===== config.mk =====
export PLATFORM = sky130hd
export DESIGN_NAME = dac_sequencer
export DESIGN_NICKNAME = d
export VERILOG_FILES = /design/src/rtl/dac_pkg.sv /design/src/rtl/sclk_tick_gen.sv /design/src/rtl/dac_sequencer.sv
export SDC_FILE = /design/constraint.sdc
export NUM_CORES = 1
export LEC_CHECK = 0
export ABC_AREA = 1
export CAP_MARGIN = 40
export CORE_UTILIZATION = 56
export CTS_CLUSTER_SIZE = 12
export DETAILED_ROUTE_END_ITERATION = 16
export GPL_TIMING_DRIVEN = 1
export PLACE_DENSITY_LB_ADDON = 0.05
export SYNTH_ARGS = -nofsm -noshare
export SYNTH_HDL_FRONTEND = slang
export SYNTH_SLANG_ARGS = --single-unit

===== constraint.sdc =====
create_clock -name clk -period 3.38 [get_ports clk]
set_input_delay 0.845 -clock clk [delete_from_list [all_inputs] [get_ports clk]]
set_output_delay 0.845 -clock clk [all_outputs]
set_load 0.05 [all_outputs]

===== src/rtl/dac_pkg.sv =====
// Shared constants, FSM state encoding and channel/bit-slice map for the DAC sequencer.
// Latency: n/a (package only).
// Backpressure: n/a (package only). State LDAC exists only with DAC_SYNC_LDAC_EN defined.
package dac_pkg;

    localparam int N_CH     = 14;
    localparam int FRAME_W  = 16;
    localparam int ADDR_W   = 4;
    localparam int VAL_W    = 8;
    localparam int N_WEIGHT = 10;
    localparam int N_DATA   = 4;
    localparam int SHADOW_W = N_CH * VAL_W;   // weights in the low bytes, data above them

    localparam logic [ADDR_W-1:0] LAST_CH = ADDR_W'(N_CH - 1);
    localparam logic [3:0]        LAST_BIT = 4'(FRAME_W - 1);

    typedef enum logic [2:0] {
        ST_IDLE,
        ST_SHIFT,
        ST_GAP,
`ifdef DAC_SYNC_LDAC_EN
        ST_LDAC,
`endif
        ST_FIN
    } state_t;

    // Channel k occupies shadow bits [8k+7:8k]; channels 10..13 are the data bytes.
    function automatic logic [VAL_W-1:0] ch_value(input logic [SHADOW_W-1:0] shadow,
                                                  input logic [ADDR_W-1:0]   ch);
        return shadow[VAL_W*ch +: VAL_W];
    endfunction

    // One serial frame: {address, value, four zero pad bits}, sent MSB first.
    function automatic logic [FRAME_W-1:0] build_frame(input logic [SHADOW_W-1:0] shadow,
                                                       input logic [ADDR_W-1:0]   ch);
        return {ch, ch_value(shadow, ch), 4'b0000};
    endfunction

endpackage


===== src/rtl/sclk_tick_gen.sv =====
// SCLK rise/fall tick enables: one tick every CLK_DIV cycles, alternating rise then fall.
// Latency: first rise tick CLK_DIV cycles after clear drops; ticks are combinational from state.
// Backpressure: none; clear holds the divider at the start of a low half-period.
module sclk_tick_gen #(
    parameter int unsigned CLK_DIV = 2
) (
    input  logic clk,
    input  logic rst,
    input  logic clear,
    output logic rise,
    output logic fall
);

    logic [7:0] div_cnt;
    logic       phase;      // 0: SCLK currently low, next tick is a rise
    logic       half_done;

    assign half_done = (div_cnt == 8'(CLK_DIV - 1));
    assign rise      = !clear && half_done && !phase;
    assign fall      = !clear && half_done &&  phase;

    // Half-period divider; clear restarts it so every frame begins with SCLK low.
    always_ff @(posedge clk) begin
        if (rst || clear) begin
            div_cnt <= 8'd0;
            phase   <= 1'b0;
        end else if (half_done) begin
            div_cnt <= 8'd0;
            phase   <= ~phase;
        end else begin
            div_cnt <= div_cnt + 8'd1;
        end
    end

endmodule


===== src/rtl/dac_sequencer.sv =====
// Serialises 14 channel bytes into 16-bit DAC frames; optional LDAC strobe via DAC_SYNC_LDAC_EN.
// Latency: busy the cycle after accept; done 14*34*CLK_DIV+1 cycles after accept (+2*CLK_DIV with LDAC).
// Backpressure: start accepted only in IDLE; ignored (not queued) while busy or in the FIN cycle.
module dac_sequencer
    import dac_pkg::*;
#(
    parameter int unsigned CLK_DIV = 2
) (
    input  logic        clk,
    input  logic        rst,
    input  logic        start,
    input  logic [79:0] weights_in,
    input  logic [31:0] data_in,
    output logic        busy,
    output logic        done,
    output logic        dac_cs_n,
    output logic        dac_sclk,
    output logic        dac_mosi,
    output logic        dac_ldac_n
);

    state_t                state;
    state_t                state_nxt;
    logic [SHADOW_W-1:0]   shadow;
    logic [ADDR_W-1:0]     ch_cnt;
    logic [3:0]            bit_cnt;
    logic [8:0]            wait_cnt;
    logic                  sclk_q;
    logic                  accept;
    logic                  tick_clear;
    logic                  tick_rise;
    logic                  tick_fall;
    logic                  frame_end;
    logic                  wait_end;
    logic [FRAME_W-1:0]    frame_word;

    assign accept     = (state == ST_IDLE) && start;
    assign tick_clear = (state != ST_SHIFT);
    assign frame_end  = tick_fall && (bit_cnt == 4'd0);
    assign wait_end   = (wait_cnt == 9'(2 * CLK_DIV - 1));
    assign frame_word = build_frame(shadow, ch_cnt);

    sclk_tick_gen #(
        .CLK_DIV (CLK_DIV)
    ) u_tick (
        .clk   (clk),
        .rst   (rst),
        .clear (tick_clear),
        .rise  (tick_rise),
        .fall  (tick_fall)
    );

    // State register.
    always_ff @(posedge clk) begin
        if (rst) begin
            state <= ST_IDLE;
        end else begin
            state <= state_nxt;
        end
    end

    // Next-state and bus outputs, decoded from the current state.
    always_comb begin
        state_nxt  = state;
        busy       = 1'b0;
        done       = 1'b0;
        dac_cs_n   = 1'b1;
        dac_sclk   = 1'b0;
        dac_mosi   = 1'b0;
`ifdef DAC_SYNC_LDAC_EN
        dac_ldac_n = 1'b1;
`else
        dac_ldac_n = 1'b0;   // DAC latches each frame on its own
`endif
        case (state)
            ST_IDLE: begin
                if (start) begin
                    state_nxt = ST_SHIFT;
                end
            end
            ST_SHIFT: begin
                busy     = 1'b1;
                dac_cs_n = 1'b0;
                dac_sclk = sclk_q;
                dac_mosi = frame_word[bit_cnt];
                if (frame_end) begin
                    state_nxt = ST_GAP;
                end
            end
            ST_GAP: begin
                busy = 1'b1;
                if (wait_end) begin
                    if (ch_cnt != LAST_CH) begin
                        state_nxt = ST_SHIFT;
                    end else begin
`ifdef DAC_SYNC_LDAC_EN
                        state_nxt = ST_LDAC;
`else
                        state_nxt = ST_FIN;
`endif
                    end
                end
            end
`ifdef DAC_SYNC_LDAC_EN
            ST_LDAC: begin
                busy       = 1'b1;
                dac_ldac_n = 1'b0;
                if (wait_end) begin
                    state_nxt = ST_FIN;
                end
            end
`endif
            ST_FIN: begin
                done      = 1'b1;
                state_nxt = ST_IDLE;
            end
            default: begin
                state_nxt = ST_IDLE;
            end
        endcase
    end

    // Shadow capture and channel/bit counters; counters saturate at their final values.
    always_ff @(posedge clk) begin
        if (rst) begin
            shadow  <= '0;
            ch_cnt  <= '0;
            bit_cnt <= 4'd0;
        end else if (accept) begin
            shadow  <= {data_in, weights_in};
            ch_cnt  <= '0;
            bit_cnt <= LAST_BIT;
        end else if (state == ST_SHIFT) begin
            if (tick_fall && (bit_cnt != 4'd0)) begin
                bit_cnt <= bit_cnt - 4'd1;
            end
        end else if ((state == ST_GAP) && wait_end && (ch_cnt != LAST_CH)) begin
            ch_cnt  <= ch_cnt + 1'b1;
            bit_cnt <= LAST_BIT;
        end
    end

    // Cycle counter for the fixed-length GAP and LDAC states.
    always_ff @(posedge clk) begin
        if (rst) begin
            wait_cnt <= 9'd0;
        end else if ((state == ST_GAP)
`ifdef DAC_SYNC_LDAC_EN
                     || (state == ST_LDAC)
`endif
                    ) begin
            wait_cnt <= wait_end ? 9'd0 : wait_cnt + 9'd1;
        end else begin
            wait_cnt <= 9'd0;
        end
    end

    // SCLK level: rises and falls on the divider ticks, forced low outside SHIFT.
    always_ff @(posedge clk) begin
        if (rst || (state != ST_SHIFT)) begin
            sclk_q <= 1'b0;
        end else if (tick_rise) begin
            sclk_q <= 1'b1;
        end else if (tick_fall) begin
            sclk_q <= 1'b0;
        end
    end

endmodule


==> results.sh, run 1 <==
export IMPL_drtPass1Iterations=5
export IMPL_grt_pass1_vias=5806
export IMPL_tightest_slew_ns=0.607
export IMPL_rr_worst_depth=7
export IMPL_p_comb_share_pct=25.4
export IMPL_maxCapViolations=0
export IMPL_p_sw_uw=1850
export IMPL_cts_buffer_depth=2
export IMPL_synth_top_area_cell="dfxtp_1"
export IMPL_cts_tree="yes"
export IMPL_crit_path_top_delay_cell="dfxtp_1"
export IMPL_hold_class="reg -> reg"
export IMPL_detail_route_antenna_nets=0
export IMPL_insertion_delay_ns=0.42
export IMPL_yosysWarnings=0
export IMPL_fp_dieArea_sq_um=12000
export IMPL_ios=121
export IMPL_root_buffer="clkbuf_16"
export IMPL_intPower_uw=4040
export IMPL_crit_chain="inv_2 > nor2_4 > buf_4 > o21a_1 > o21ai_0 > nand2_1 > nand2_1 > nand3_1 > nor2_1 > nor2_1 > nor2_1 > nor2_2 > buf_12"
export IMPL_syn_area_per_cell_sq_um=6.76
export IMPL_multi_input_area_sq_um=3150
export IMPL_pwr_share_clk_pct=35.5
export IMPL_vias=6460
export IMPL_synth_area_leaders="dfxtp_1 (44%), nor2_1 (15%), o21ai_0 (11%)"
export IMPL_synth_top_area_share_pct=43.7
export IMPL_cp_data_arrival_time_ns=2.30
export IMPL_fin_skew_ns=0.00651
export IMPL_start_util_pct=58.6
export IMPL_cts_buffers=17
export IMPL_path_clk_slew_ns=0.06
export IMPL_fillCellCount=872
export IMPL_tns_ns=0
export IMPL_die_y_microns=109
export IMPL_seqPwrFrac_pct=39.2
export IMPL_crit_path_frequent_cell="nor2_1"
export IMPL_hpwl_microns=11700
export IMPL_gp_congestion=0.950
export IMPL_antennaDiodeCount=0
export IMPL_rsz0062_at_grt="no"
export IMPL_htree_levels=4
export IMPL_p_leak_uw=0.00350
export IMPL_reg2reg_from="state[0]"
export IMPL_syn_inst=957
export IMPL_critical_path_max_stage_delay_ns=0.34
export IMPL_maxSlewViolCount=0
export IMPL_seq_area_frac_synth_pct=43.7
export IMPL_syn_nets=1082
export IMPL_synth_mux_area_share_pct=0
export IMPL_post_route_drc_count=0
export IMPL_hold_start="wait_cnt[0]"
export IMPL_cts_sinks=141
export IMPL_r2r_end="shadow[46]"
export IMPL_start_kind="flop"
export IMPL_setup_viol=0
export IMPL_holdBufCountCts=0
export IMPL_wl_per_cell_microns=14.2
export IMPL_synth_top_family_by_area="simple AND/OR/NAND/NOR gates"
export IMPL_regArea_sq_um=2830
export IMPL_synth_xor_area_share_pct=0.271
export IMPL_path_max_fanout=19
export IMPL_ir_drop_uv=542
export IMPL_r2r_slack_ns=1.36
export IMPL_synth_area_sq_um=6460
export IMPL_vias_per_cell=5.36
export IMPL_synth_fa_ha_area_share_pct=1.94
export IMPL_grt_max_degree=84
export IMPL_finalPower_uw=5900
export IMPL_die_w_microns=109
export IMPL_synth_simple_area_share_pct=30.1
export IMPL_grt_overflow=0
export IMPL_critical_path_class="reg -> out"
export IMPL_grt_pass1_wl_microns=27000
export IMPL_worstPathRequired_ns=2.53
export IMPL_status="finished clean"
export IMPL_antenna_found_initial=0
export IMPL_layout_drive_gt1_share_pct=5.82
export IMPL_io_buffer_count=119
export IMPL_grt_total_usage_pct=29.3
export IMPL_final_common_cell="nor2_1"
export IMPL_core_area_sq_um=11000
export IMPL_switching_share_pct=31.4
export IMPL_holdPathEnd="wait_cnt[0]"
export IMPL_powerDensity_nw_per_um2=702
export IMPL_ys_types=32
export IMPL_relSlewSlack_pct=59.4
export IMPL_synth_compound_area_share_pct=16.2
export IMPL_period_share_pct=93.0
export IMPL_wirelength_microns=17200
export IMPL_areaGrowthSynthToFinish_pct=29.8
export IMPL_worstHoldPathCells=1
export IMPL_timing_fmax_mhz=318
export IMPL_rows=38
export IMPL_drtIter0Drc=492
export IMPL_period_needed_ns=3.14
export IMPL_setup_worst_path_end_class="primary output"
export IMPL_synth_seq_cells=141
export IMPL_hold_violations=0
export IMPL_final_nets=1179
export IMPL_mostFrequentLayoutCells="nor2_1 (264), o21ai_0 (142), dfxtp_1 (139), nand2_1 (135), clkdlybuf4s50_1 (118)"
what timing repair did:
item,CTS,global route
resized for setup,0,5
endpoints found under the hold margin,0,0
endpoints found under the setup margin,0,1
buffers inserted,0,3
power by group through the flow:
stage,registers [uW],clock network (uW),logic [uW]
after CTS,2300,2100,1490
after global routing,2350,2170,1710
after global placement,2320,0,1440
after floorplan,2240,0,1070
final,2310,2090,1490
after detailed placement,2330,0,1460
sequential cells by signal, indices dropped and copies added, names as in the netlist:
| register | cells |
|---|---|
| shadow | 112 |
| wait_cnt | 9 |
| u_tick.div_cnt | 8 |
| bit_cnt | 4 |
| ch_cnt | 4 |
| state | 2 |
| sclk_q | 1 |
| u_tick.phase | 1 |
worst max-delay path by stage:
stage | startpoint | to | slack [ns]
finish | ch_cnt[2] | dac_mosi | 0.24
CTS | ch_cnt[1] | dac_mosi | 0.14
global route | ch_cnt[2] | dac_mosi | 0.03
floorplan | ch_cnt[0] | dac_mosi | 0.64
global placement | ch_cnt[0] | dac_mosi | 0.60
detailed placement | ch_cnt[1] | dac_mosi | 0.59
metrics by stage:
stage / instance area [sq um] / std cells / utilization, % / setup WS, ns / hold slack (ns)
global route: 8390 / 1205 / 76.1 / 0.0337 / 0.482
detailed placement: 7700 / 1172 / 69.8 / 0.591 / 0.444
finish: 8390 / 1205 / 76.1 / 0.236 / 0.452
global placement: 7700 / 1172 / 69.8 / 0.598 / 0.428
floorplan: 6460 / 957 / - / 0.638 / 0.418
CTS: 8360 / 1202 / 75.8 / 0.145 / 0.455
synth_stat cells:
| cell type | count |
|---|---|
| a211oi_1 | 1 |
| a21oi_1 | 43 |
| buf_1 | 5 |
| buf_2 | 11 |
| buf_4 | 3 |
| buf_6 | 5 |
| clkbuf_1 | 34 |
| clkinv_1 | 2 |
| conb_1 | 1 |
| dfxtp_1 | 141 |
| ha_1 | 10 |
| inv_1 | 55 |
| inv_2 | 3 |
| nand2_1 | 136 |
| nand3_1 | 57 |
| nand3_2 | 1 |
| nand4_1 | 5 |
| nor2_1 | 265 |
| nor2_4 | 1 |
| nor3_1 | 9 |
| nor3_2 | 1 |
| nor3b_1 | 2 |
| o2111ai_1 | 1 |
| o211ai_1 | 5 |
| o21a_1 | 3 |
| o21ai_0 | 142 |
| o21ai_1 | 6 |
| o21bai_1 | 1 |
| o22ai_1 | 1 |
| or2_0 | 1 |
| or2_2 | 4 |
| xor2_1 | 2 |
cells by family after synthesis:
family | after synthesis
adder cells (fa/ha/maj) | 10
XOR/XNOR | 2
AO/OA/AOI/OAI | 203
other | 1
flip-flops | 141
buffers and inverters | 118
AND/OR/NAND/NOR | 482
layout make-up:
class,instances,area share (%)
Sequential cell,141,33.7
Timing Repair Buffer,136,16.2
Tap cell,140,2.09
Multi-Input combinational cell,698,37.5
Clock inverter,10,2.55
Inverter,60,2.71
Clock buffer,20,5.32
routing by layer:
metal  wire length [microns]  track usage [%]  up-vias
met1                    7650             36.9     2951
li1                        -                -     3284
met3                    1110             6.52       26
met5                       0                0        -
met2                    8110             50.0      199
met4                     301             9.05        0
critical path, delay by kind of cell, from the launching register on:
kind                   cells  cell delay [ns]
AOI/OAI and AO/OA          2             0.22
buffers and inverters      3             0.47
DFF                        1             0.34
and+or+nand+nor            8             0.84
Power figures use the tool's default switching activity.
==> run 2: changes to the inputs <==
--- a/config.mk
+++ b/config.mk
@@ -7,6 +7,7 @@
 export LEC_CHECK = 0
 export ABC_AREA = 1
 export CAP_MARGIN = 40
+export CORE_ASPECT_RATIO = 0.8
 export CORE_UTILIZATION = 56
 export CTS_CLUSTER_SIZE = 12
 export DETAILED_ROUTE_END_ITERATION = 16
==> results.sh, run 2 (synthesis results as in run 1) <==
export IMPL_gp_congestion=0.905
export IMPL_r2r_end="ch_cnt[3]"
export IMPL_placed_cells=1177
export IMPL_layout_drive_gt1_share_pct=6.27
export IMPL_start_kind="flop"
export IMPL_fillCellCount=884
export IMPL_fp_dieArea_sq_um=12000
export IMPL_cts_buffers=17
export IMPL_core_area_sq_um=11100
export IMPL_status="finished clean"
export IMPL_critical_path_max_stage_delay_ns=0.40
export IMPL_crit_chain="clkinvlp_4 > buf_4 > nor2_1 > o21ai_0 > nand3_1 > nand3_1 > nand3_1 > nor2_1 > nor2_1 > nor2_1 > nor2_2 > buf_12"
export IMPL_hold_violations=0
export IMPL_vias=6411
export IMPL_period_share_pct=94.3
export IMPL_fin_skew_ns=0.00658
export IMPL_maxSlewViolCount=0
export IMPL_die_w_microns=122
export IMPL_tightest_slew_ns=0.575
export IMPL_pwr_share_clk_pct=33.7
export IMPL_powerDensity_nw_per_um2=683
export IMPL_final_cells=1212
export IMPL_drtIter0Drc=613
export IMPL_root_buffer="clkbuf_16"
export IMPL_grt_overflow=0
export IMPL_rr_worst_depth=9
export IMPL_ios=121
export IMPL_final_nets=1180
export IMPL_rsz0062_at_grt="no"
export IMPL_holdWs_ns=0.454
export IMPL_largest_reg_flops=112
export IMPL_antennaDiodeCount=0
export IMPL_worstPathRequired_ns=2.53
export IMPL_cts_sinks=141
export IMPL_areaGrowthSynthToFinish_pct=29.9
export IMPL_mostFrequentLayoutCells="nor2_1 (264), o21ai_0 (142), dfxtp_1 (139), nand2_1 (135), clkdlybuf4s50_1 (118)"
export IMPL_hpwl_microns=11900
export IMPL_p_comb_share_pct=26.2
export IMPL_intPower_uw=3860
export IMPL_holdPathEnd="shadow[15]"
export IMPL_hold_start="shadow[15]"
export IMPL_path_clk_slew_ns=0.06
export IMPL_detail_route_antenna_nets=0
export IMPL_wl_per_cell_microns=14.0
export IMPL_setup_worst_path_end_class="primary output"
export IMPL_setup_viol=0
export IMPL_grt_total_usage_pct=29.1
export IMPL_r2r_slack_ns=1.30
export IMPL_switching_share_pct=32.8
export IMPL_cts_tree="yes"
export IMPL_wirelength_microns=17000
export IMPL_rows=34
export IMPL_hold_class="reg -> reg"
export IMPL_p_sw_uw=1880
export IMPL_largest_registers="shadow: 112 flops, wait_cnt: 9 flops, u_tick.div_cnt: 8 flops"
export IMPL_vias_per_cell=5.29
export IMPL_ir_drop_uv=662
export IMPL_insertion_delay_ns=0.41
export IMPL_grt_pass1_wl_microns=27400
export IMPL_start_util_pct=58.5
export IMPL_seqPwrFrac_pct=40.1
export IMPL_crit_path_frequent_cell="nor2_1"
export IMPL_grt_max_degree=63
export IMPL_htree_levels=4
export IMPL_largest_register="shadow"
export IMPL_p_leak_uw=0.00348
export IMPL_cts_buffer_depth=2
export IMPL_period_needed_ns=3.19
export IMPL_worstHoldPathCells=2
export IMPL_drtPass1Iterations=5
export IMPL_holdBufCountCts=0
export IMPL_tns_ns=0
export IMPL_die_y_microns=98.1
export IMPL_io_buffer_count=119
export IMPL_crit_path_top_delay_cell="dfxtp_2"
export IMPL_antenna_found_initial=0
export IMPL_reg2reg_from="ch_cnt[1]"
export IMPL_path_max_fanout=15
export IMPL_relSlewSlack_pct=61.5
export IMPL_timing_fmax_mhz=314
export IMPL_maxCapViolations=0
export IMPL_final_common_cell="nor2_1"
export IMPL_critical_path_class="reg -> out"
export IMPL_grt_pass1_vias=5724
export IMPL_cp_data_arrival_time_ns=2.34
export IMPL_post_route_drc_count=0
-- run 2: metal layers --
metal / global-route usage (%) / vias up / share of wire (%) / routed length, microns
met2: 45.2 / 212 / 44 / 7470
li1: - / 3277 / - / -
met5: 0 / - / 0 / 0
met3: 6.83 / 20 / 7.3 / 1240
met4: 7.69 / 0 / 1.2 / 197
met1: 40.3 / 2902 / 48 / 8090
-- run 2: worst max-delay path by stage --
| stage | start | to | cells after the start |
|---|---|---|---|
| 6_report | ch_cnt[1] | dac_mosi | 12 |
| 5_1_grt | ch_cnt[0] | dac_mosi | 13 |
| 4_1_cts | ch_cnt[0] | dac_mosi | 13 |
| 3_5_place_dp | ch_cnt[0] | dac_mosi | 13 |
| 3_3_place_gp | ch_cnt[0] | dac_mosi | 13 |
| 2_1_floorplan | ch_cnt[0] | dac_mosi | 14 |
-- run 2: through the flow --
step	instance area (sq um)	total power [uW]	setup WS [ns]	utilization [%]
finish	8400	5740	0.194	75.9
floorplan	6460	3320	0.638	-
CTS	8360	5740	0.0311	75.6
detailed placement	7740	3800	0.418	70.0
global route	8400	6070	0.0285	75.9
global placement	7740	3760	0.463	70.0
-- run 2: what timing repair did --
item                       4_1_cts  5_1_grt
buffers inserted                 0        3
gates cloned                     0        0
gates resized for setup          1        8
pin swaps                        0        1
setup endpoints to repair        1        1
-- run 2: cell type report --
type | count | area (sq um) | area share (%)
Clock buffer | 20 | 457 | 5.44
Clock inverter | 12 | 160 | 1.91
Inverter | 60 | 234 | 2.79
Multi-Input combinational cell | 698 | 3150 | 37.5
Sequential cell | 141 | 2830 | 33.7
Tap cell | 144 | 180 | 2.15
Timing Repair Buffer | 137 | 1390 | 16.6
-- run 2: worst max-delay path, delay by kind of cell, from the launching register on --
family          cells  cell delay (ns)
simple gates        8             0.81
buf+inv             3             0.60
flops               1             0.40
compound gates      1             0.13
-- run 2: power by group through the flow --
stage               combinational, uW  sequential (uW)  clock [uW]
global placement                 1450             2320           0
finish                           1510             2300        1930
CTS                              1500             2290        1950
detailed placement               1480             2320           0
floorplan                        1070             2240           0
global route                     1720             2340        2010
==> run 3: changes to the inputs <==
--- a/config.mk
+++ b/config.mk
@@ -6,13 +6,16 @@
 export NUM_CORES = 1
 export LEC_CHECK = 0
 export ABC_AREA = 1
+export ABC_CLOCK_PERIOD_IN_PS = 3380
 export CAP_MARGIN = 40
 export CORE_ASPECT_RATIO = 0.8
+export CORE_MARGIN = 4
 export CORE_UTILIZATION = 56
 export CTS_CLUSTER_SIZE = 12
 export DETAILED_ROUTE_END_ITERATION = 16
 export GPL_TIMING_DRIVEN = 1
 export PLACE_DENSITY_LB_ADDON = 0.05
+export SLEW_MARGIN = 20
 export SYNTH_ARGS = -nofsm -noshare
 export SYNTH_HDL_FRONTEND = slang
 export SYNTH_SLANG_ARGS = --single-unit
==> results.sh, run 3 (synthesis results as in run 1) <==
export IMPL_ir_drop_uv=634
export IMPL_gp_congestion=0.991
export IMPL_relSlewSlack_pct=59.3
export IMPL_final_common_cell="nor2_1"
export IMPL_rsz0062_at_grt="no"
export IMPL_p_leak_uw=0.00346
export IMPL_hold_start="wait_cnt[0]"
export IMPL_ios=121
export IMPL_critical_path_class="reg -> out"
export IMPL_largest_reg_flops=112
export IMPL_wl_per_cell_microns=14.2
export IMPL_setup_worst_path_end_class="primary output"
export IMPL_worstHoldPathCells=1
export IMPL_wirelength_microns=17100
export IMPL_die_w_microns=128
export IMPL_antenna_found_initial=0
export IMPL_detail_route_antenna_nets=0
export IMPL_start_util_pct=58.5
export IMPL_cts_buffers=17
export IMPL_htree_levels=4
export IMPL_grt_pass1_wl_microns=27700
export IMPL_hpwl_microns=11700
export IMPL_io_buffer_count=119
export IMPL_reg2reg_from="ch_cnt[1]"
export IMPL_cts_sinks=141
export IMPL_rr_worst_depth=9
export IMPL_maxCapViolations=0
export IMPL_holdPathEnd="wait_cnt[0]"
export IMPL_drtIter0Drc=539
export IMPL_place_area_sq_um=7690
export IMPL_tns_ns=0
export IMPL_tightest_slew_ns=0.607
export IMPL_cts_tree="yes"
export IMPL_setup_ws_ns=0.178
export IMPL_r2r_slack_ns=1.34
export IMPL_vias=6372
export IMPL_grt_pass1_vias=5865
export IMPL_setup_viol=0
export IMPL_layout_drive_gt1_share_pct=5.74
export IMPL_cts_buffer_depth=2
export IMPL_timing_fmax_mhz=312
export IMPL_design_area_sq_um=8340
export IMPL_fp_dieArea_sq_um=13300
export IMPL_final_nets=1175
export IMPL_post_route_drc_count=0
export IMPL_powerDensity_nw_per_um2=686
export IMPL_start_kind="flop"
export IMPL_root_buffer="clkbuf_16"
export IMPL_period_share_pct=94.7
export IMPL_worstPathRequired_ns=2.53
export IMPL_drtPass1Iterations=5
export IMPL_core_area_sq_um=11100
export IMPL_cp_data_arrival_time_ns=2.36
export IMPL_regArea_sq_um=2830
export IMPL_grt_total_usage_pct=25.2
export IMPL_largest_registers="shadow: 112 flops, wait_cnt: 9 flops, u_tick.div_cnt: 8 flops"
export IMPL_vias_per_cell=5.28
export IMPL_status="finished clean"
export IMPL_fillCellCount=891
export IMPL_fin_skew_ns=0.0101
export IMPL_period_needed_ns=3.20
export IMPL_die_y_microns=104
export IMPL_hold_violations=0
export IMPL_insertion_delay_ns=0.42
export IMPL_r2r_end="ch_cnt[3]"
export IMPL_mostFrequentLayoutCells="nor2_1 (264), o21ai_0 (142), dfxtp_1 (139), nand2_1 (135), clkdlybuf4s50_1 (118)"
export IMPL_multi_input_area_sq_um=3150
export IMPL_place_ws_ns=0.557
export IMPL_antennaDiodeCount=0
export IMPL_path_clk_slew_ns=0.06
export IMPL_areaGrowthSynthToFinish_pct=29.0
export IMPL_maxSlewViolCount=0
export IMPL_grt_overflow=0
export IMPL_grt_max_degree=84
export IMPL_path_max_fanout=24
export IMPL_hold_class="reg -> reg"
export IMPL_rows=34
export IMPL_largest_register="shadow"
export IMPL_holdBufCountCts=0
run 3: cell types whose count changed in the layout (fill, tap and decap cells not counted):
| cell | change |
|---|---|
| inv_2 | +2 |
| clkinv_4 | +3 |
| clkinvlp_4 | -2 |
| inv_6 | -1 |
| dfxtp_4 | -1 |
| clkbuf_8 | -1 |
| buf_4 | -5 |
| clkbuf_1 | +1 |
| dfxtp_2 | +1 |
| inv_4 | -2 |
run 3: worst max path at each step:
stage	slack [ns]	depth (start not counted)	from	endpoint
floorplan	0.64	14	ch_cnt[0]	dac_mosi
global placement	0.56	13	ch_cnt[1]	dac_mosi
detailed placement	0.56	13	ch_cnt[1]	dac_mosi
CTS	0.09	13	ch_cnt[1]	dac_mosi
global route	0.0005	13	ch_cnt[1]	dac_mosi
finish	0.18	13	ch_cnt[1]	dac_mosi
run 3: layout make-up:
type / count / area share, %
flip-flops and latches: 141 / 33.9
clock buffers: 20 / 5.35
well taps: 144 / 2.16
inverters: 60 / 2.74
clock inverters: 12 / 1.95
multi-input cells: 698 / 37.7
repair buffers: 132 / 16.2
run 3: what timing repair did:
item / in CTS / in global routing
gates resized for setup: 0 / 4
setup endpoints to repair: 0 / 1
endpoints found under the hold margin: 0 / 0
buffers inserted: 0 / 2
run 3: through the flow:
step | utilization [%] | power (uW) | std cells | hold slack, ns
floorplan | - | 3320 | 957 | 0.418
CTS | 75.1 | 5730 | 1205 | 0.452
finish | 75.4 | 5720 | 1207 | 0.450
global placement | 69.6 | 3770 | 1173 | 0.429
global route | 75.4 | 6050 | 1207 | 0.464
detailed placement | 69.6 | 3800 | 1173 | 0.441
run 3: worst max-delay path: stages (launching register included):
cell	delay (ns)
dfxtp_2	0.36
buf_4	0.24
nor2_4	0.21
o21ai_0	0.11
o21ai_0	0.15
inv_1	0.06
nand2_1	0.06
nand2_1	0.05
nor2_1	0.09
nor2_1	0.05
nor2_1	0.11
nor2_1	0.06
nor2_2	0.21
buf_12	0.17
run 3: report_power, final:
part | internal (uW) | leakage (uW) | switching (uW)
Clock | 1190 | 0.000291 | 737
Combinational | 589 | 0.00201 | 901
Sequential | 2060 | 0.00116 | 247
run 3: metal layers:
metal | wire length [microns] | track usage, %
met5 | 0 | 0
met4 | 153 | 6.06
met3 | 1320 | 6.26
met2 | 7580 | 38.9
met1 | 8030 | 35.5
==> RTL change 1: new RTL, config.mk and constraints of run 3 <==
Build with the macro `DAC_SYNC_LDAC_EN` defined.
--- a/src/rtl/dac_pkg.sv
+++ b/src/rtl/dac_pkg.sv
@@ -1,6 +1,8 @@
 // Shared constants, FSM state encoding and channel/bit-slice map for the DAC sequencer.
 // Latency: n/a (package only).
 // Backpressure: n/a (package only). State LDAC exists only with DAC_SYNC_LDAC_EN defined.
+`define DAC_SYNC_LDAC_EN
+
 package dac_pkg;
 
     localparam int N_CH     = 14;
Check against the original RTL: not equivalent (a bounded check fails within 4 cycles, from zero or initial values and one cycle with rst high).
==> RTL change 1 against run 3 <==
- via count decreased by 0.17%
- power increased by 1.2%
- highest routed layer unchanged
- synthesized cell count shrank 2.8%
- cell area is 0.49% higher
- combinational power increased by 12%
- wire length rose by 3.7%
- global-route usage is 1.1 points higher
- area after synthesis up 0.99%
- sequential cell count grew 1
- setup slack improved by 0.029 ns
==> RTL change 1: results (changes against run 3) <==
| Metric | Value |
|---|---|
| Via count | `6361 (-0.17%)` |
| Status | `finished clean` |
| Met3 routed wirelength | `1630 um (+23%)` |
| Met2 routed WL | `7546 um (-0.47%)` |
| Final net count | `1148 (-2.3%)` |
| Fraction of area in multi-input gates | `35.86% (-1.9 points)` |
| CP peak stage delay | `0.42 ns (+0.06 ns)` |
| Clock skew | `0.004739 ns (-0.005332 ns)` |
| Met1 Usage GRT | `39.45% (+4.0 points)` |
| Leak Pwr | `0.003298 uW (-4.7%)` |
| Largest cells by area after synthesis | `dfxtp_1 44%, nand2_1 14%, a21oi_1 11%` |
| First-pass GRT wire length | `28770 um (+3.8%)` |
| Hold_buf cts | `0 (unchanged)` |
| Top delay family on crit path | `simple AND/OR/NAND/NOR gates` |
| Seq/total area | `33.97% (+0.10 points)` |
| Maximum VDD drop | `0.7259 mV (+14%)` |
| H-tree levels | `4 (unchanged)` |
| Avg Inst Size Synth | `7.020 sq um (+3.9%)` |
| Share of cells above drive strength 1 | `6.635% (+0.90 points)` |
| Met3 Track Usage GR | `5.660% (-0.60 points)` |
| WL/cell | `14.97 um (+5.8%)` |
| Clock buffers | `18 (-10%)` |
| Non-clk buf share | `16.42% (+0.20 points)` |
| Filler cell count | `887 (-0.45%)` |
| IO Port Bufs | `120 (+0.84%)` |
| Post-Layout Cell Count | `1184 (-1.9%)` |
| Synth cell count leaders | `240 x nand2_1, 147 x a21oi_1, 142 x dfxtp_1` |
| Slowest CP cell | `dfxtp_4` |
| Largest net degree at the start of global routing | `66 (-21%)` |
| CP arrival | `2.33 ns (-0.03 ns)` |
| Synth unique cells | `35 (+9.4%)` |
| Postcts setup bufs | `0 (unchanged)` |
| Initial antenna violation count | `0 (unchanged)` |
| Inverters | `99 (+65%)` |
| M1 WL | `8315 um (+3.5%)` |
| Residual overflow from global routing | `0 (unchanged)` |
| Vias in the first global route | `5817 (-0.82%)` |
| Drt first-iter violations | `599 (+11%)` |
| CTS Buffer Depth | `2 (unchanged)` |
| Worst-Skew Late Latency | `0.41 ns` |
| Ys async rst share | `0% (unchanged)` |
| Clock Tree Root | `clkbuf_16` |
| Slew headroom | `54.60% (-4.7 points)` |
| Post-DP HPWL | `12200 um (+4.1%)` |
| Post-Synth Adder-Cell Area | `1.150% (-0.79 points)` |
| #MultiIn Comb | `631 (-9.6%)` |
| Met2 usage | `38.94% (+0.078 points)` |
| XOR/XNOR Fraction of Synth Area | `0.5366% (+0.27 points)` |
| Uppermost layer routed | `met4` |
| GR Util All Layers | `26.35% (+1.1 points)` |
| GPL Wtd Cong | `0.9899 (about the same)` |
| Part of the Yosys area used for sequential elements | `43.54% (-0.12 points)` |
| Count of flip-flops and latches | `142 (+0.71%)` |
| Final clock-cell share | `7.118% (-0.19 points)` |
| DP Worst Slack | `0.5535 ns (-0.003833 ns)` |
| Critical path fanouts, max | `26 (+8.3%)` |
| Synth Area in Compound Gates | `20.12% (+3.9 points)` |
| Non-CTS buffers | `136 (+3.0%)` |
| Inserted Diodes | `0 (unchanged)` |
## RTL change 1: path summary, 6_finish.rpt
path              cells past startpoint                 endpoint                    start  slack, ns
hold / removal                        1   wait_cnt[0]$_SDFF_PP0_   wait_cnt[0]$_SDFF_PP0_       0.45
hold reg to reg                       1   wait_cnt[0]$_SDFF_PP0_   wait_cnt[0]$_SDFF_PP0_       0.45
setup / recovery                     12                 dac_mosi   ch_cnt[0]$_SDFFE_PP0P_       0.21
setup reg to reg                     10  bit_cnt[2]$_SDFFE_PP0P_  bit_cnt[0]$_SDFFE_PP0P_       1.52
## RTL change 1: per-stage QoR
stage               area (sq um)  hold slack (ns)  power, uW
global placement            7751           0.4298       3882
detailed placement          7751           0.4419       3907
finish                      8384           0.4529       5792
floorplan                   6529           0.4176       3379
global route                8384           0.4791       6153
CTS                         8348           0.4539       5796
## RTL change 1: power breakdown
part	internal, uW	total, uW	switching (uW)
Sequential	2050	2240	189
Clock	1160	1880	721
Combinational	598	1670	1080
Total	3800	5790	1990
==> RTL change 2: new RTL, settings of run 3 <==
Without the edit above. Reset style: asynchronous (`rst`), changed in 3 clocked blocks.
--- a/src/rtl/dac_sequencer.sv
+++ b/src/rtl/dac_sequencer.sv
@@ -51,7 +51,7 @@
     );
 
     // State register.
-    always_ff @(posedge clk) begin
+    always_ff @(posedge clk or posedge rst) begin
         if (rst) begin
             state <= ST_IDLE;
         end else begin
@@ -121,7 +121,7 @@
     end
 
     // Shadow capture and channel/bit counters; counters saturate at their final values.
-    always_ff @(posedge clk) begin
+    always_ff @(posedge clk or posedge rst) begin
         if (rst) begin
             shadow  <= '0;
             ch_cnt  <= '0;
@@ -141,7 +141,7 @@
     end
 
     // Cycle counter for the fixed-length GAP and LDAC states.
-    always_ff @(posedge clk) begin
+    always_ff @(posedge clk or posedge rst) begin
         if (rst) begin
             wait_cnt <= 9'd0;
         end else if ((state == ST_GAP)
Function: differs if rst is asserted again (counterexample within 4 cycles, from zero or initial values and one cycle with rst high); with rst held inactive, the same outputs for 10 cycles.
==> RTL change 2 against run 3 <==
- core utilization fell by 1.8 points
- wire length rose by 5.7%
- setup slack got worse by 0.019 ns
- final cell count fell by 0.58%
- sequential cell count did not move
- first-iteration DRC count fell by 9.3%
- fmax fell by 0.58%
- global-route usage rose by 1.0 points
- non-clock buffer count rose by 4
- area after synthesis rose by 7.2%
- cell area rose by 7.3%
- critical path type unchanged
- critical endpoint unchanged
- largest cell class is now registers
Power is not compared: it rests on default switching activity, and its combinational part moved more than twofold at a synthesized area within 25%.
==> RTL change 2: results (changes against run 3) <==
| Metric | Value |
|---|---|
| GR Util All Layers | `26.23% (+1.0 points)` |
| First-pass GRT wire length | `29970 um (+8.1%)` |
| Status | `finished clean` |
| Pre-Repair DR Iteration Count | `7 (+2)` |
| CTS Buffer Depth | `2 (unchanged)` |
| Slew headroom | `54.10% (-5.2 points)` |
| Detail Route Antenna Nets | `0 (unchanged)` |
| Clock Tree Root | `clkbuf_16` |
| Critical path fanouts, max | `22 (-8.3%)` |
| Largest net degree at the start of global routing | `81 (-3.6%)` |
| Worst-Skew Late Latency | `0.42 ns (about the same)` |
| Slowest CP cell | `dfrtp_1` |
| Final WL | `18070 um (+5.7%)` |
| Top delay family on crit path | `simple AND/OR/NAND/NOR gates` |
| Main flop type after synthesis | `dfrtp_1` |
| Share of cells above drive strength 1 | `6.107% (+0.37 points)` |
| Drt first-iter violations | `489 (-9.3%)` |
| Synth Net Count | `1052 (-2.8%)` |
| Largest cells by area after synthesis | `dfrtp_1 47%, nand2_1 21%, o21ai_0 5.2%` |
| Part of the Yosys area used for sequential elements | `50.20% (+6.5 points)` |
| R2r startpoint | `state[0]$_DFFE_PP0P_` |
| FMAX | `310.5 MHz (-0.58%)` |
| CP arrival | `2.38 ns (+0.02 ns)` |
| Clock skew | `0.008496 ns (-0.001575 ns)` |
| Vias per Instance | `5.296 (+0.31%)` |
| CP peak stage delay | `0.38 ns (+0.02 ns)` |
| Vias in the first global route | `6087 (+3.8%)` |
| Critical path origin | `ch_cnt[1]$_DFFE_PP0P_` |
| Post-DP HPWL | `12240 um (+4.4%)` |
| Maximum VDD drop | `0.4246 mV` |
| Hold Path Origin | `wait_cnt[0]$_DFF_PP0_` |
| Synth warn | `0 (unchanged)` |
| GPL Wtd Cong | `0.9097 (-8.2%)` |
| Final net count | `1162 (-1.1%)` |
| Synth cell count leaders | `388 x nand2_1, 131 x dfrtp_1, 81 x inv_1` |
| Ys async rst share | `92.91% (+93 points)` |
RTL change 2: changes by cell type after synthesis, sizes merged, moves of 7 or more:
cell,run 3,this run
a21oi,43,19
clkbuf,34,24
dfrtp,0,131
dfxtp,141,10
inv,58,85
nand2,136,389
nand3,58,65
nor2,266,52
o211ai,5,12
o21ai,148,83
RTL change 2: logic make-up after synthesis:
kind of cell	count (synthesis)	share of synthesized area (%)
simple gates	524	30.62
xor+xnor	3	0.3793
flops	141	50.20
compound gates	115	8.776
other cells	1	0.05412
buf+inv	131	7.981
fa+ha+maj	11	1.986
RTL change 2: stage by stage:
step                area [sq um]  worst slack (ns)  instances  util [%]  hold slack [ns]
finish                      8956            0.1591       1200     73.64           0.4730
global route                8956           0.01171       1200     73.64           0.4894
CTS                         8871           0.03073       1193     72.94           0.4701
detailed placement          8240            0.3532       1162     67.76           0.4589
global placement            8240            0.3058       1162     67.76           0.4534
floorplan                   6933            0.5932        926         -           0.4304
RTL change 2: layout make-up:
cell class / instances / area (sq um)
fillers: 970 / 3206
inverters: 86 / 334.1
multi-input cells: 654 / 2903
well taps: 152 / 190.2
clock buffers: 19 / 442.9
clock inverters: 12 / 186.4
repair buffers: 136 / 1416
flip-flops and latches: 141 / 3483
RTL change 2: final timing paths:
| path | to | slack, ns | depth (start not counted) |
|---|---|---|---|
| min in group asynchronous | shadow[19]$_DFFE_PP0P_ | 0.90 | 3 |
| max reg2reg | shadow[104]$_DFFE_PP0P_ | 1.39 | 7 |
| max | dac_mosi | 0.16 | 13 |
| min reg2reg | wait_cnt[0]$_DFF_PP0_ | 0.47 | 1 |
| min | wait_cnt[0]$_DFF_PP0_ | 0.47 | 1 |
| max in group asynchronous | shadow[34]$_DFFE_PP0P_ | 2.07 | 3 |
RTL change 2: where the power goes:
group	internal, uW	leakage (uW)	total (uW)	switching [uW]
sequential	2410	0.00171	2830	418
combinational	1190	0.00238	3290	2090
clock	1260	0.000296	2000	742
total	4860	0.00439	8110	3250
RTL change 2: what timing repair did:
action / 4_1_cts / 5_1_grt
cloned: 0 / 1
buffers inserted: 0 / 6
pin swaps: 0 / 1
hold endpoints to repair: 0 / 0
setup endpoints to repair: 1 / 1
gates resized for setup: 1 / 4
RTL change 2: worst reg2reg max path: stages (launching register included):
cell,delay (ns)
dfrtp_1,0.43
inv_1,0.14
ha_1,0.23
nand2_2,0.09
inv_4,0.35
buf_4,0.42
nand2_1,0.14
o21ai_0,0.10
RTL change 2: metal layers:
metal  wire, um  track usage [%]  vias up  share of wire [%]
met1       8697            38.32     2964                 48
met2       7842            39.69      241                 43
li1           -                -     3127                  -
met3       1270            4.720       23                7.0
met5          0                0        -                  0
met4        257            8.976        0                1.4
